--- src/rtl/uart_cmd_parser.sv ---
// UART command frame parser: HEADER, ID, 4 data bytes (+ checksum when
// UART_CMD_CHECKSUM_EN is defined), with inter-byte timeout resync.
module uart_cmd_parser #(
    parameter int         SYS_CLK_FRE   = 50_000_000,
    parameter int         BPS           = 9600,
    parameter int         TIMEOUT_CHARS = 4,
    parameter logic [7:0] HEADER        = 8'h55
) (
    input  logic        sys_clk,
    input  logic        sys_rst_n,
    input  logic        rx_byte_valid,
    input  logic [7:0]  rx_byte,
    output logic        cmd_valid,
    output logic [7:0]  cmd_id,
    output logic [31:0] cmd_data,
    output logic        frame_err,
    output logic [1:0]  err_code,
    output logic        busy
);

    localparam int BPS_CNT     = SYS_CLK_FRE / BPS;
    localparam int TIMEOUT_CYC = TIMEOUT_CHARS * 10 * BPS_CNT;
    localparam int CW          = $clog2(TIMEOUT_CYC) + 1;
    localparam logic [CW-1:0] CNT_MAX = CW'(TIMEOUT_CYC - 1);

    typedef enum logic [2:0] {
        IDLE,
        CMD,
        DATA,
`ifdef UART_CMD_CHECKSUM_EN
        CSUM,
`endif
        DONE
    } state_t;

    state_t        state;
    logic [CW-1:0] cnt;
    logic [1:0]    idx;
    logic [7:0]    id_q;
    logic [31:0]   shreg;
`ifdef UART_CMD_CHECKSUM_EN
    logic [7:0]    acc;
`endif

    assign busy = (state != IDLE);

    // sys_rst_n is active-high despite its name
    always_ff @(posedge sys_clk) begin
        if (sys_rst_n) begin
            state     <= IDLE;
            cnt       <= '0;
            idx       <= '0;
            id_q      <= '0;
            shreg     <= '0;
            cmd_valid <= 1'b0;
            cmd_id    <= '0;
            cmd_data  <= '0;
            frame_err <= 1'b0;
            err_code  <= '0;
`ifdef UART_CMD_CHECKSUM_EN
            acc       <= '0;
`endif
        end else begin
            cmd_valid <= 1'b0;
            frame_err <= 1'b0;
            case (state)
                IDLE: begin
                    cnt <= '0;
                    if (rx_byte_valid && rx_byte == HEADER)
                        state <= CMD;
                end
                DONE: begin
                    cnt       <= '0;
                    cmd_valid <= 1'b1;
                    cmd_id    <= id_q;
                    cmd_data  <= shreg;
                    state     <= IDLE;
                end
                default: begin
                    // a byte on the terminal-count cycle takes priority
                    if (rx_byte_valid) begin
                        cnt <= '0;
                        case (state)
                            CMD: begin
                                id_q  <= rx_byte;
                                idx   <= 2'd0;
                                state <= DATA;
`ifdef UART_CMD_CHECKSUM_EN
                                acc   <= rx_byte;
`endif
                            end
                            DATA: begin
                                shreg <= {shreg[23:0], rx_byte};
                                idx   <= idx + 2'd1;
`ifdef UART_CMD_CHECKSUM_EN
                                acc   <= acc + rx_byte;
                                if (idx == 2'd3)
                                    state <= CSUM;
`else
                                if (idx == 2'd3)
                                    state <= DONE;
`endif
                            end
`ifdef UART_CMD_CHECKSUM_EN
                            CSUM: begin
                                if (rx_byte == acc) begin
                                    state <= DONE;
                                end else begin
                                    frame_err <= 1'b1;
                                    err_code  <= 2'b01;
                                    state     <= IDLE;
                                end
                            end
`endif
                            default: state <= IDLE;
                        endcase
                    end else if (cnt == CNT_MAX) begin
                        cnt       <= '0;
                        frame_err <= 1'b1;
                        err_code  <= 2'b10;
                        state     <= IDLE;
                    end else begin
                        cnt <= cnt + 1'b1;
                    end
                end
            endcase
        end
    end

endmodule

--- config.mk ---
export PLATFORM = sky130hd
export DESIGN_NAME = uart_cmd_parser
export DESIGN_NICKNAME = d
export VERILOG_FILES = /design/src/rtl/uart_cmd_parser.sv
export SDC_FILE = /design/constraint.sdc
export NUM_CORES = 1
export LEC_CHECK = 0
export CORE_UTILIZATION = 49
export CTS_CLUSTER_SIZE = 16
export DETAILED_ROUTE_END_ITERATION = 8
export PLACE_DENSITY_LB_ADDON = 0.08
export SLEW_MARGIN = 10
export SYNTH_ARGS = -nofsm -noshare
export SYNTH_HDL_FRONTEND = slang
export SYNTH_SLANG_ARGS = --single-unit
--- constraint.sdc ---
create_clock -name sys_clk -period 1.65 [get_ports sys_clk]
set_input_delay 0.33 -clock sys_clk [delete_from_list [all_inputs] [get_ports sys_clk]]
set_output_delay 0.33 -clock sys_clk [all_outputs]
set_load 0.01 [all_outputs]
* Yosys cells after proc, flatten, opt, wreduce, memory -nomap -nowiden
Cells that the tools add are included.
Storage, ports and cells: input bits 11, word-level logic and storage cells 44, register bits 107
Operators by class: mux-type cells 9, bitwise gates (word level) 2, reduce and logical (&&, ||, !) cells 13, add/sub/neg operators 2, equality and inequality tests 8
Operators by type and width (count):
- $add A19 B1 Y19 const B | 1
- $eq A19 B18 Y1 const B | 1
- $reduce_and A3 Y1 | 5
- $mux W3 | 4
- $pmux W3 S2 | 2
- $eq A8 B7 Y1 const B | 1
- $eq A3 B2 Y1 const B | 2
- $ne A5 B5 Y1 const B | 1
- $reduce_or A5 Y1 | 1
- $pmux W2 S2 | 1
- $reduce_bool A4 Y1 | 1
- $reduce_or A4 Y1 | 1
- $eq A3 B1 Y1 const B | 1
- $logic_not A3 Y1 | 1
- $reduce_bool A3 Y1 | 1
- $add A2 B1 Y2 const B | 1
- $eq A2 B2 Y1 const B | 1
- $mux W1 | 2
- $ne A2 B2 Y1 const B | 1
- $not A1 Y1 | 2
- $reduce_bool A2 Y1 | 1
- $reduce_or A2 Y1 | 1
- $logic_and A1 B1 Y1 | 1

* Depth between registers and ports, before layout
depth after elaboration 5, mapped depth 7, gate-level depth less buffers 7

* Worst setup path before layout
OpenSTA, ideal clock, no wires.
kind register to register, from reg state[1], to reg state[0], arrival 1.563 ns, setup time 0.121 ns, path slack -0.034 ns, cell stages (with the launch flop) 8, required time 1.529 ns, clock period less this slack 1.684 ns, path through dfxtp_1 > inv_1 > ha_1 > nand3_1 > nor2_1 > a21oi_1 > o21ai_1 > mux2_2
Between the ends: cells in the longest elaborated chain, start to end 4, elaborated cells between the ends (all ways) 11, classes of those cells 5 x eq/ne; 3 x mux; 3 x reduce/logical
RTL lines:
- from (decl) | line 36 | state_t state;
- from (signal assigned) | line 50 | state <= IDLE;
- from (signal assigned) | line 70 | state <= CMD;
- from (signal assigned) | line 77 | state <= IDLE;
- $eq A3 B2 Y1 or $eq A3 B1 Y1 (tied branches) | line 83 | case (state)
- $pmux W3 S2 | line 83
- $mux W3 | line 81 | if (rx_byte_valid) begin
- $pmux W3 S2 | line 66 | case (state)
Parallel ways exist; a longest one is shown, timed or not. A chain may end at the register's enable or synchronous reset.

* Worst setup path in the final report
from reg cmd_data[6], to out cmd_data[6]
RTL lines:
- from (decl) | line 15 | output logic [31:0] cmd_data,
- from (signal assigned) | line 76 | cmd_data <= shreg;
No word-level cell between the ends.

==> results.sh <==
export IMPL_post_cts_buffers=0
export IMPL_synthCells=441
export IMPL_r2r_slack_ps=90
export IMPL_vias_per_cell=5.010
export IMPL_syn_nets=458
export IMPL_grt_max_degree=74
export IMPL_finalSetupTns_ps=0
export IMPL_die_w_um=92.92
export IMPL_root_buffer="clkbuf_8"
export IMPL_reg2reg_depth=6
export IMPL_drc=0
export IMPL_dr_pass1_iters=5
export IMPL_synth_area_leaders="dfxtp_1 (52%), mux2i_1 (12%), nand2_1 (6.8%)"
export IMPL_grt_antenna_before_repair=0
export IMPL_place_hpwl_mm=5.586
export IMPL_post_place_ws_ps=-396.0
export IMPL_clock_sinks=106
export IMPL_ys_seq_elements=106
export IMPL_place_congestion=0.8346
export IMPL_ios=56
export IMPL_worstSetupPathDepth=1
export IMPL_end_kind="output port"
export IMPL_slowest_stage="clkdlybuf4s50_1"
export IMPL_num_antenna_cells=0
export IMPL_synth_most_common_cell="dfxtp_1"
export IMPL_max_cap_violations=0
export IMPL_portBuffers=54
export IMPL_place_inst=605
export IMPL_rows=32
export IMPL_grt_pass1_vias=2942
export IMPL_die_area_mm2=0.008633
export IMPL_synth_area_per_cell_um2=9.184
export IMPL_synth_top_area_cell="dfxtp_1"
export IMPL_drt_total_wl_mm=8.244
export IMPL_worstPathRequired_ps=1320
export IMPL_clockBufferDepth=2
export IMPL_ys_async_sr_fraction_pct=0
export IMPL_h_tree_depth=3
export IMPL_drive_gt1_share_pct=13.13
export IMPL_p_leak_nw=1.978
export IMPL_synthFlopType="dfxtp_1"
export IMPL_antenna_left=0
export IMPL_syn2layout_area_growth_pct=27.28
export IMPL_hold_class="input port to register"
export IMPL_stdcell_count=620
export IMPL_core_mm2=0.007848
export IMPL_rsz0062_at_grt="yes"
export IMPL_min_from="sys_rst_n"
export IMPL_finalSetupViolCount=0
export IMPL_synth_common_cells="dfxtp_1 (106), nand2_1 (73), nor2_1 (73)"
export IMPL_cts_buffers=9
export IMPL_synth_top_cell_area_share_pct=52.39
export IMPL_start_kind="register"
export IMPL_final_hold_violation_count=0
export IMPL_yosysSeqAreaShare_pct=52.39
export IMPL_cts_hold_buf=0
export IMPL_grt_total_usage_pct=20.12
export IMPL_fin_crit_sh_pct=97.27
export IMPL_drt_iter0_drc=116
export IMPL_gr_total_overflow=0
export IMPL_insertion_delay_ps=360
export IMPL_clk_pin_slew_ps=90
export IMPL_synth_enable_flop_cells=0
export IMPL_fmax_ghz=0.6230
export IMPL_die_h_um=92.92
export IMPL_wl_per_cell_um=13.30
export IMPL_p_total_w=0.004498
export IMPL_placed_area_mm2=0.004905
export IMPL_cp_top_family="buffers and inverters"
export IMPL_critPathBufInv=1
export IMPL_irDropWorstVdd_v=0.0004493
export IMPL_cp_max_fo=2
export IMPL_path_cells="clkdlybuf4s50_1"
export IMPL_setup_slack_ps=44.99
export IMPL_start_util_pct=51.61
export IMPL_cpPeakStageDelay_ps=550
export IMPL_cellPowerDensity_mw_per_mm2=872.5
export IMPL_rr_endpoint="cnt[17]$_SDFF_PP0_"
export IMPL_hold_path_cell_count=3
export IMPL_hold_path_end="cnt[1]$_SDFF_PP0_"
export IMPL_timing_rr_start="cnt[0]$_SDFF_PP0_"
export IMPL_nets=531
export IMPL_finalMaxSlewViolations=0
export IMPL_layout_min_cycle_time_ps=1605
export IMPL_critPathKind="register to output port"
export IMPL_cts_tree="built"
export IMPL_finalInstanceArea_mm2=0.005155
export IMPL_syn_cell_area_mm2=0.004050
export IMPL_grt_pass1_wl_mm=13.73
export IMPL_vias=3106
export IMPL_skew_ps=15.15
export IMPL_synth_warning_count=0
export IMPL_synth_distinct_cells=35
export IMPL_status="finished clean"
export IMPL_critPathArrivalTime_ps=1280
[power breakdown]
part           internal, W  switching, W  total (W)
clock             0.000610      0.000894    0.00150
combinational     0.000204      0.000199   0.000403
sequential         0.00258     0.0000146    0.00259
[what timing repair did]
action / 4_1_cts / 5_1_grt
resized for setup: 5 / 17
pin swaps: 0 / 2
endpoints found under the setup margin: 2 / 18
[layout by cell type, fill, tap and decap left out, types with 8 or more instances in the layout]
| cell | n |
|---|---|
| dlymetal6s2s_1 | 8 |
| nor3_1 | 8 |
| clkbuf_8 | 10 |
| a21oi_1 | 37 |
| mux2i_1 | 49 |
| dfxtp_1 | 105 |
| inv_1 | 9 |
| nor2_1 | 73 |
| buf_4 | 29 |
| clkdlybuf4s50_1 | 43 |
| nand2_1 | 73 |
| xnor2_1 | 13 |
[state kept, by name, indices dropped and copies added, names as in the netlist]
name and count:
cmd_id 8, state 2, frame_err 1, cmd_data 32
shreg 32, id_q 8, idx 2, err_code 1
cmd_valid 1, cnt 19
[stage by stage]
stage	utilization [%]	hold slack, ps
after CTS	64.88	369.0
after global placement	62.50	437.4
after floorplan	-	435.6
final	65.69	376.9
after detailed placement	62.50	446.4
after global routing	65.69	378.4
[metal layers]
layer / up-vias / global-route usage, % / wire, um
li1: 1589 / - / -
met1: 1453 / 26.46 / 3973
met2: 53 / 31.92 / 3799
met3: 11 / 5.747 / 354
met4: 0 / 6.154 / 117
met5: - / 0 / 0
[how the worst max path moves through the flow]
stage	slack, ps	from	endpoint
CTS	2	rx_byte[4]	state[1]$_SDFFE_PP0P_
floorplan	20	state[1]$_SDFFE_PP0P_	shreg[10]$_SDFFE_PP0P_
detailed placement	-400	rx_byte[4]	state[1]$_SDFFE_PP0P_
global route	3	cmd_data[6]$_SDFFE_PP0P_	cmd_data[6]
global placement	-350	rx_byte[4]	state[1]$_SDFFE_PP0P_
finish	40	cmd_data[6]$_SDFFE_PP0P_	cmd_data[6]
[tightest hold or removal path: stages]
cell	delay [ps]
buf_2	130
nor4_1	70
and3_1	160
[cells by family after synthesis]
| group | count (synthesis) | share of synthesized area (%) |
|---|---|---|
| flip-flops | 106 | 52.39 |
| other | 1 | 0.09259 |
| AND/OR/NAND/NOR | 188 | 21.13 |
| AO/OA/AOI/OAI | 39 | 4.819 |
| buffers and inverters | 34 | 3.645 |
| adder cells (fa/ha/maj) | 6 | 1.854 |
| multiplexers | 50 | 12.39 |
| XOR/XNOR | 17 | 3.676 |
[cell type report]
class                      instances  area (um^2)
tap                              102        127.6
timing repair buffer              87        847.1
multi-input combinational        301         1839
clock buffer                      10        137.6
inverter                           9        33.78
fill                             698         2693
sequential                       106         2123
clock inverter                     5        46.29
No activity file was read; power rests on OpenSTA's default activity.
